==> config.mk <==
export PLATFORM = sky130hd
export DESIGN_NAME = alarm_matcher
export DESIGN_NICKNAME = d
export VERILOG_FILES = /design/src/rtl/alarm_matcher.sv
export SDC_FILE = /design/constraint.sdc
export NUM_CORES = 1
export LEC_CHECK = 0
export BUFFER_PORTS_ARGS = -buffer_cell sky130_fd_sc_hd__buf_2
export CAP_MARGIN = 20
export CORE_MARGIN = 2
export CORE_UTILIZATION = 52
export CTS_BUF_LIST = sky130_fd_sc_hd__clkbuf_8
export CTS_CLUSTER_DIAMETER = 50
export DETAILED_ROUTE_END_ITERATION = 10
export GPL_ROUTABILITY_DRIVEN = 0
export GPL_TIMING_DRIVEN = 0
export PLACE_DENSITY = 0.95
export SYNTH_ARGS = -nofsm -noshare
export SYNTH_HDL_FRONTEND = slang
export SYNTH_SLANG_ARGS = --single-unit
==> constraint.sdc <==
create_clock -name clock -period 5.3 [get_ports clock]
set_input_delay 0.53 -clock clock [delete_from_list [all_inputs] [get_ports clock]]
set_output_delay 0.53 -clock clock [all_outputs]
set_load 0.02 [all_outputs]
==> src/rtl/alarm_matcher.sv <==
// alarm_matcher: compares five stored alarm times against the running clock
// on each 1 Hz tick, queues matching slots and services them one at a time
// through a RING / SNOOZE sequence with stop and snooze controls.
module alarm_matcher #(
   parameter int RING_SECONDS   = 60,
   parameter int SNOOZE_SECONDS = 300
) (
   input  logic       clock,
   input  logic       reset,
   input  logic       tick_1hz,
   input  logic [7:0] cur_hour,
   input  logic [7:0] cur_min,
   input  logic [7:0] cur_sec,
   input  logic [7:0] A_hour0,
   input  logic [7:0] A_hour1,
   input  logic [7:0] A_hour2,
   input  logic [7:0] A_hour3,
   input  logic [7:0] A_hour4,
   input  logic [7:0] A_min0,
   input  logic [7:0] A_min1,
   input  logic [7:0] A_min2,
   input  logic [7:0] A_min3,
   input  logic [7:0] A_min4,
   input  logic [7:0] A_sec0,
   input  logic [7:0] A_sec1,
   input  logic [7:0] A_sec2,
   input  logic [7:0] A_sec3,
   input  logic [7:0] A_sec4,
   input  logic [4:0] alarm_enable,
   input  logic       stop,
   input  logic       snooze,
   output logic       ring,
   output logic [2:0] ring_id,
   output logic [4:0] active,
   output logic [4:0] pending
);

   localparam int CNT_MAX = (RING_SECONDS > SNOOZE_SECONDS) ? RING_SECONDS : SNOOZE_SECONDS;
   localparam int CNT_W   = $clog2(CNT_MAX + 1);
   localparam logic [CNT_W-1:0] RING_LOAD   = CNT_W'(RING_SECONDS);
   localparam logic [CNT_W-1:0] SNOOZE_LOAD = CNT_W'(SNOOZE_SECONDS);
   localparam logic [CNT_W-1:0] CNT_ONE     = CNT_W'(1);

   typedef enum logic [1:0] {
      ST_IDLE,
      ST_RING,
      ST_SNOOZE
   } state_t;

   state_t           r_state;
   logic [CNT_W-1:0] r_ring_cnt;
   logic [CNT_W-1:0] r_snooze_cnt;
   logic             r_ring;
   logic [2:0]       r_ring_id;
   logic [4:0]       r_active;
   logic [4:0]       r_pending;

   logic [7:0] w_hour [5];
   logic [7:0] w_min  [5];
   logic [7:0] w_sec  [5];
   logic [4:0] w_match;
   logic [4:0] w_candidates;
   logic       w_sel_valid;
   logic [2:0] w_sel_idx;
   logic [4:0] w_sel_onehot;
   logic [4:0] w_take;
   logic [4:0] w_pending_next;
   logic       w_serviced_disabled;

   assign w_hour[0] = A_hour0;
   assign w_hour[1] = A_hour1;
   assign w_hour[2] = A_hour2;
   assign w_hour[3] = A_hour3;
   assign w_hour[4] = A_hour4;
   assign w_min[0]  = A_min0;
   assign w_min[1]  = A_min1;
   assign w_min[2]  = A_min2;
   assign w_min[3]  = A_min3;
   assign w_min[4]  = A_min4;
   assign w_sec[0]  = A_sec0;
   assign w_sec[1]  = A_sec1;
   assign w_sec[2]  = A_sec2;
   assign w_sec[3]  = A_sec3;
   assign w_sec[4]  = A_sec4;

   // Per-slot exact compare, qualified by the tick and the slot's arm bit.
   always_comb begin
      for (int i = 0; i < 5; i++) begin
         w_match[i] = tick_1hz && alarm_enable[i] &&
                      (w_hour[i] == cur_hour) &&
                      (w_min[i]  == cur_min)  &&
                      (w_sec[i]  == cur_sec);
      end
   end

   // Lowest-index armed pending slot is the next one to service.
   always_comb begin
      // NOTE: every always_comb output gets a default first so no path can infer a latch.
      w_sel_valid  = 1'b0;
      w_sel_idx    = 3'd0;
      w_candidates = r_pending & alarm_enable;
      for (int i = 4; i >= 0; i--) begin
         if (w_candidates[i]) begin
            w_sel_valid = 1'b1;
            w_sel_idx   = 3'(i);
         end
      end
      w_sel_onehot = 5'b00001 << w_sel_idx;
   end

   // Pending queue: drop the slot taken for service, merge new matches,
   // and clear anything whose arm bit is low.
   always_comb begin
      w_take         = (r_state == ST_IDLE && w_sel_valid) ? w_sel_onehot : 5'b00000;
      w_pending_next = ((r_pending & ~w_take) | w_match) & alarm_enable;
   end

   // Disarming the slot currently being serviced aborts its service.
   assign w_serviced_disabled = |(r_active & ~alarm_enable);

   // Service FSM with registered ring/active/ring_id and the pending queue.
   always_ff @(posedge clock or posedge reset) begin
      if (reset) begin
         r_state      <= ST_IDLE;
         r_ring_cnt   <= '0;
         r_snooze_cnt <= '0;
         r_ring       <= 1'b0;
         r_ring_id    <= 3'd0;
         r_active     <= 5'b00000;
         r_pending    <= 5'b00000;
      end else begin
         // NOTE: state registers use non-blocking assignment so every read sees the pre-edge value.
         r_pending <= w_pending_next;
         case (r_state)
            ST_IDLE: begin
               if (w_sel_valid) begin
                  r_state    <= ST_RING;
                  r_ring     <= 1'b1;
                  r_ring_id  <= w_sel_idx;
                  r_active   <= w_sel_onehot;
                  r_ring_cnt <= RING_LOAD;
               end
            end
            ST_RING: begin
               if (w_serviced_disabled || stop) begin
                  r_state  <= ST_IDLE;
                  r_ring   <= 1'b0;
                  r_active <= 5'b00000;
               end else if (snooze) begin
                  r_state      <= ST_SNOOZE;
                  r_ring       <= 1'b0;
                  r_snooze_cnt <= SNOOZE_LOAD;
               end else if (tick_1hz) begin
                  if (r_ring_cnt <= CNT_ONE) begin
                     r_state    <= ST_IDLE;
                     r_ring     <= 1'b0;
                     r_active   <= 5'b00000;
                     r_ring_cnt <= '0;
                  end else begin
                     r_ring_cnt <= r_ring_cnt - CNT_ONE;
                  end
               end
            end
            ST_SNOOZE: begin
               if (w_serviced_disabled || stop) begin
                  r_state  <= ST_IDLE;
                  r_ring   <= 1'b0;
                  r_active <= 5'b00000;
               end else if (tick_1hz) begin
                  if (r_snooze_cnt <= CNT_ONE) begin
                     r_state      <= ST_RING;
                     r_ring       <= 1'b1;
                     r_ring_cnt   <= RING_LOAD;
                     r_snooze_cnt <= '0;
                  end else begin
                     r_snooze_cnt <= r_snooze_cnt - CNT_ONE;
                  end
               end
            end
            default: begin
               r_state  <= ST_IDLE;
               r_ring   <= 1'b0;
               r_active <= 5'b00000;
            end
         endcase
      end
   end

   assign ring    = r_ring;
   assign ring_id = r_ring_id;
   assign active  = r_active;
   assign pending = r_pending;

endmodule

==> key figures, run 1 <==
Timing
  • Final min period: 2.260 ns
  • RSZ-0062 raised after global routing: false
  • Worst hold slack: roughly 0.33 ns
  • Final setup fails: 0
  • Final hold viol count: 0
  • Final Cycle Share: 0.4263
  • Final Worst Setup Slack: 3.040 ns
  • Worst slew pin tran: 0.7046 ns
  • Fin. max-slew vios: 0
  • Setup TNS: 0 ns
  • Slew margin rel.: 0.5259
  • Layout Skew: 0.006221 ns
  • Fmax: around 0.44 GHz

Power
  • Sequential power share: 0.316
  • Clock Power Share: 0.217
  • Combinational power share: 0.468
  • Cell-internal power: 670.3 uW
  • Net Sw Frac: 0.4155
  • Leakage: roughly 0.0019 uW
  • NetSw: between 400 and 500 uW
  • Power Density: roughly 260 nW/um^2
  • Max IR drop VDD: approximately 0.18 mV

Layout
  • Area Growth Syn to Fin: 27.81%
  • # nets final: 716
  • Inserted Diodes: 0
  • Final core occ: 0.6891
  • Layout cells sized above 1: 0.2939

CTS
  • Root Driver: clkbuf_8
  • CTS Hold Buffers Added: 0
  • CTS buffer count: 5
  • Post-CTS Setup Repair Bufs: 0
  • Skew-Pair Late Insertion Delay: 0.30 ns
  • CTS tree: built
  • Clk buf depth: 2
  • Clk slew on worst S/H paths: 0.07 ns
  • H-tree levels: 2
  • CTS Sinks: 34
  • Post-CTS Resized: 0

Yosys
  • Synth top area share: 0.2507
  • Ys flop type: dfrtp_1
  • Net Count, Synth: between 500 and 600
  • Sequential-to-total area share from yosys stat: 0.2485
  • Post-synth EDFFs: 0
  • Mapped cell area: 3423 sq um
  • Largest area contributor in the synthesized netlist: xnor2_1
  • Yosys reg bits: 34
  • Yosys Warn Count: 0
  • Mean post-synth cell area: approximately 8.4 sq um
  • Post-synthesis async set-or-reset flop share: 1.000
  • Synth cell types: 55
  • Top post-synthesis cells by area: xnor2_1, dfrtp_1, xor2_1
  • Syn Inst Count: 407

Die
  • Starting density of the core: 0.5391
  • Die W: 85.14 um
  • Die Span Y: 85.14 um
  • Io pins: 168
  • FP Rows: 29
  • Die area: roughly 7200 sq um
  • Core Box Area: 6350 sq um

Placed design
  • Post-Place Worst Slack: 2.921 ns
  • DP HPWL: 10360 um
  • Port-buffer cells: 143

Global route
  • First-pass GRT wire length: 19410 um
  • Remaining Overflow, GRT: 0
  • Initial antenna violation count: 1
  • GRT Util Overall: 0.3445
  • Vias in the first global route: 4015
  • Largest net degree at the start of global routing: 19

Critical path
  • Critical Path Fanout Max: 7
  • Critical path data required time: 5.49 ns
  • Startpoint Class: flop
  • Crit path capture type: flop
  • Crit Path Class: flop to flop
  • CP arrival: 2.45 ns

Flow run
  • Max_cap viols: 0

Min path
  • Min-delay worst type: input port to async pin

Routing
  • Drt initial violations: 422
  • Antenna viol nets, final: 0
  • Routed wire length: 12370 um
  • Post-DR wirelength/cell: between 15 and 20 um
  • First-pass DRT Iterations: 5
  • Vias: roughly 3900
  • DRC violation count after routing: 0
  • Via-per-instance ratio: approximately 6

Outcome
  • Status: completed
worst max-delay path: stages, from the launching register on:
cell,delay [ns]
dfrtp_1,0.42
inv_1,0.11
ha_1,0.16
o21bai_1,0.22
nand4_2,0.20
a211oi_4,0.50
o21ai_4,0.16
a221o_1,0.37
path summary, 6_finish.rpt:
path / cells after the start / end / start / slack, ns
max in group asynchronous: 3 / r_ring_cnt[4] / reset / 4.43
min in group clock: 2 / ring_id[2] / ring_id[2] / 0.50
worst max-delay path: 7 / r_ring_cnt[6] / r_snooze_cnt[1] / 3.04
worst max register to register: 7 / r_ring_cnt[6] / r_snooze_cnt[1] / 3.04
worst min-delay path: 2 / r_snooze_cnt[5] / reset / 0.33
worst min register to register: 2 / ring_id[2] / ring_id[2] / 0.50
cells in the final DEF (no fill, tap or decap), types with 16 or more instances in the layout:
master      n
buf_2     144
xnor2_1    98
dfrtp_1    34
clkbuf_1   27
nand4_1    24
xor2_1     22
nand2_1    19
o21ai_0    18
nand3_1    18
inv_1      16
metrics by stage:
step | instances | cell area [sq um] | total power (uW)
after floorplan | 407 | 3423 | 707.4
after detailed placement | 628 | 4263 | 881.4
after global placement | 627 | 4235 | 847.9
after global routing | 635 | 4375 | 1213
after CTS | 635 | 4375 | 1130
final | 635 | 4375 | 1147
power by group through the flow:
stage / Clock, uW / Combinational (uW) / Sequential, uW
after floorplan: 0 / 357 / 350
after global placement: 0 / 492 / 356
after detailed placement: 0 / 519 / 363
after CTS: 247 / 524 / 358
after global routing: 255 / 589 / 369
final: 248 / 536 / 362
synthesized netlist by cell type (all sizes together), types with 3 or more instances:
library cell,number
xnor2,98
dfrtp,34
clkbuf,27
nand4,25
xor2,22
o21ai,20
nand2,19
nand3,19
inv,16
a21oi,12
nor2,12
nor4,12
nor3,10
o2bb2ai,7
a31oi,6
a32o,5
nor2b,5
o22ai,5
or4,5
ha,4
o211ai,4
or3,4
nand4b,3
final cells by class:
class,instances,area (sq um)
plain buffers,28,106.4
fillers,470,1974
clock inverters,1,30.03
multi-input cells,329,2406
inverters,16,60.06
flip-flops and latches,34,850.8
repair buffers,144,743.2
well taps,77,96.34
clock buffers,6,82.58
state kept, by name, summed over array words and instances (netlist names):
signal / count
active: 5
pending: 5
r_ring_cnt: 9
r_snooze_cnt: 9
r_state: 2
ring: 1
ring_id: 3
layer usage:
metal	track usage	vias to the layer above	share of wire
li1	-	1747	-
met1	0.3611	1800	0.34
met2	0.5994	264	0.50
met3	0.1070	69	0.10
met4	0.2107	0	0.056
met5	0	-	0
kinds of logic after synthesis:
logic type / Yosys count / synth area share
AOI/OAI and AO/OA: 77 / 0.1590
xor gates and xnor gates: 120 / 0.3070
adders and majority gates: 4 / 0.01462
buffers and inverters: 44 / 0.04861
DFF: 34 / 0.2485
muxes: 3 / 0.009137
and+or+nand+nor: 125 / 0.2131
(Power assumes the default switching activity.)
==> run 2: changes to the inputs <==
--- a/config.mk
+++ b/config.mk
@@ -5,16 +5,17 @@
 export SDC_FILE = /design/constraint.sdc
 export NUM_CORES = 1
 export LEC_CHECK = 0
+export ABC_AREA = 1
 export BUFFER_PORTS_ARGS = -buffer_cell sky130_fd_sc_hd__buf_2
 export CAP_MARGIN = 20
 export CORE_MARGIN = 2
-export CORE_UTILIZATION = 52
+export CORE_UTILIZATION = 45
 export CTS_BUF_LIST = sky130_fd_sc_hd__clkbuf_8
 export CTS_CLUSTER_DIAMETER = 50
 export DETAILED_ROUTE_END_ITERATION = 10
 export GPL_ROUTABILITY_DRIVEN = 0
 export GPL_TIMING_DRIVEN = 0
-export PLACE_DENSITY = 0.95
+export PLACE_DENSITY = 0.89
 export SYNTH_ARGS = -nofsm -noshare
 export SYNTH_HDL_FRONTEND = slang
 export SYNTH_SLANG_ARGS = --single-unit
==> constraint.sdc (replaced) <==
create_clock -name clock -period 2 [get_ports clock]
set_input_delay 0.2 -clock clock [delete_from_list [all_inputs] [get_ports clock]]
set_output_delay 0.2 -clock clock [all_outputs]
set_load 0.02 [all_outputs]
==> run 2 against run 1 <==
Via count rose by 23%. Sequential share of layout area fell by 2.2 points. Global-route usage fell by 6.8 points. Die area rose by 29%. Area after synthesis rose by 13%. Clock power rose by 140%. Hold slack got worse by 0.30 ns. Cell count rose by 45%. Count of clock-buffer cells in the layout rose by 2. First-iteration DRC count rose by 0.47%. Sequential power rose to 2.9 times the previous value. Highest routed layer unchanged.
==> key figures, run 2 <==
Outcome
  • Status: completed

Die
  • Io pins: roughly 170
  • Core Box Area: 8258 sq um
  • Die W: ~97 um
  • Starting density of the core: 0.4686
  • FP Rows: 33
  • Die area: about 9400 sq um
  • Die Span Y: roughly 97 um

Routing
  • Met2 Routed Length: 5706 um
  • Vias: 4788
  • Post-DR wirelength/cell: about 14 um
  • Via-per-instance ratio: 5.204
  • Antenna viol nets, final: 0
  • Routed wire length: 13310 um
  • Drt initial violations: approximately 420
  • First-pass DRT Iterations: 8
  • Top sig layer: met4
  • WL met1: 5562 um
  • Met3 wire length: between 1000 and 1500 um
  • DRC violation count after routing: 0

Yosys
  • Largest area contributor in the synthesized netlist: dfrtp_1
  • Post-synthesis async set-or-reset flop share: 1.000
  • Synth top area share: 0.2199
  • Top post-synthesis cells by area: dfrtp_1, nand2_1, inv_1
  • Net Count, Synth: 804
  • Synth top cells by count: nand2_1, inv_1, nor2_1
  • Most common cell in the netlist: nand2_1
  • Mean post-synth cell area: 5.991 sq um
  • Yosys reg bits: 34
  • Sequential-to-total area share from yosys stat: 0.2199
  • Syn Inst Count: 646
  • Mapped cell area: 3870 sq um
  • Ys flop type: dfrtp_1
  • Post-synth EDFFs: 0
  • Yosys Warn Count: 0
  • Synth cell types: 38

Critical path
  • Crit Path Class: flop to flop
  • Critical path data required time: about 2.2 ns
  • Critical Path Fanout Max: 5
  • CP arrival: 1.80 ns
  • Startpoint Class: flop
  • Crit path capture type: flop

Placed design
  • Post-Place Worst Slack: 0.4768 ns
  • Port-buffer cells: 160
  • DP HPWL: approximately 11000 um
  • Area of placed instances: ~4800 sq um

Timing
  • Setup TNS: 0 ns
  • Final hold viol count: 0
  • Final setup fails: 0
  • Fmax: 0.6395 GHz
  • Worst slew pin tran: 0.7507 ns
  • Final min period: 1.564 ns
  • Final Cycle Share: 0.7819
  • RSZ-0062 raised after global routing: false
  • Fin. max-slew vios: 0
  • Final Worst Setup Slack: 0.4362 ns
  • Layout Skew: 0.002499 ns
  • Slew margin rel.: 0.4990

Layout
  • Multi-input combinational cell area: 2592 sq um
  • Final core occ: 0.5982
  • Final Cell Area: 4940 sq um
  • # nets final: ~970
  • Commonest non-fill, non-tap cell in the layout: nand2_1
  • Register area: ~850 sq um
  • Inserted Diodes: 0
  • Layout cells sized above 1: 0.2626
  • Highest-count cells in the layout ignoring fill and taps: nand2_1, buf_2, inv_1
  • Area Growth Syn to Fin: 27.64%
  • Fillers: about 820
  • Top Registers: r_ring_cnt: 9 flops, r_snooze_cnt: 9 flops

Global route
  • GRT Util Overall: 0.2761
  • Initial antenna violation count: 0
  • First-pass GRT wire length: 20990 um
  • Vias in the first global route: 4465
  • Remaining Overflow, GRT: 0
  • Largest net degree at the start of global routing: 19

CTS
  • Skew-Pair Late Insertion Delay: 0.29 ns
  • Post-CTS Resized: 0
  • Root Driver: clkbuf_8
  • Clk slew on worst S/H paths: 0.07 ns
  • CTS Hold Buffers Added: 0
  • CTS tree: built
  • CTS Sinks: 34
  • CTS buffer count: 5
  • Clk buf depth: 2
  • Post-CTS Setup Repair Bufs: 0
  • H-tree levels: 2

Power
  • Leakage: between 0.002 and 0.003 uW
  • Power Density: 733.7 nW/um^2
  • Max IR drop VDD: 0.4209 mV
  • Total power: roughly 3600 uW

Flow run
  • Max_cap viols: 0

Min path
  • Min-delay worst type: input port to async pin
-- run 2: power by group --
group / total [uW] / leakage [uW] / switching, uW / internal, uW
sequential: 1060 / 0.000434 / 193 / 863
combinational: 1970 / 0.00230 / 1220 / 742
clock: 602 / 0.0000575 / 255 / 348
total: 3620 / 0.00279 / 1670 / 1950
-- run 2: final cells by class --
cell class,instances,area share
clock buffer,8,0.02229
buffer,8,0.008359
inverter,102,0.07801
multi-input combinational,502,0.5248
timing repair buffer,161,0.1677
sequential,34,0.1722
tap,105,0.02660
-- run 2: kinds of logic (layout without fill, tap and decap cells) --
group,after synthesis,in the layout,synth area share
compound gates,60,60,0.09667
simple gates,395,395,0.4630
xor+xnor,43,43,0.09732
flops,34,34,0.2199
buf+inv,110,279,0.1102
fa+ha+maj,4,4,0.01293
-- run 2: layer usage --
metal  global-route usage  up-vias
li1                     -     2373
met1               0.3633     2073
met2               0.4311      281
met3              0.07876       61
met4               0.1029        0
met5                    0        -
-- run 2: metrics by stage --
step	cells	hold slack [ns]
6_report	920	0.02922
5_1_grt	920	0.1065
3_3_place_gp	911	0.4559
2_1_floorplan	646	0.3416
3_5_place_dp	912	0.3640
4_1_cts	920	0.04617
-- run 2: worst max-delay path, cell delays in order (launching register included) --
cell and delay [ns]:
dfrtp_1 0.43, inv_1 0.12, ha_1 0.17, inv_1 0.04
nor2_1 0.11, nand2_1 0.08, nor2_1 0.18, nand2_1 0.07
nand2_1 0.06, nand2_1 0.05, nor2_1 0.08, nand2_1 0.06
nand2_1 0.07
-- run 2: final timing paths --
path / startpoint / to / slack, ns / cells past startpoint
setup / recovery: r_ring_cnt[0] / r_ring_cnt[6] / 0.44 / 12
hold / removal: reset / r_ring_cnt[6] / 0.03 / 2
setup reg to reg: r_ring_cnt[0] / r_ring_cnt[6] / 0.44 / 12
hold reg to reg: ring / ring / 0.48 / 2
max in group asynchronous: reset / r_snooze_cnt[0] / 1.43 / 3
min in group clock: alarm_enable[4] / pending[4] / 0.23 / 3
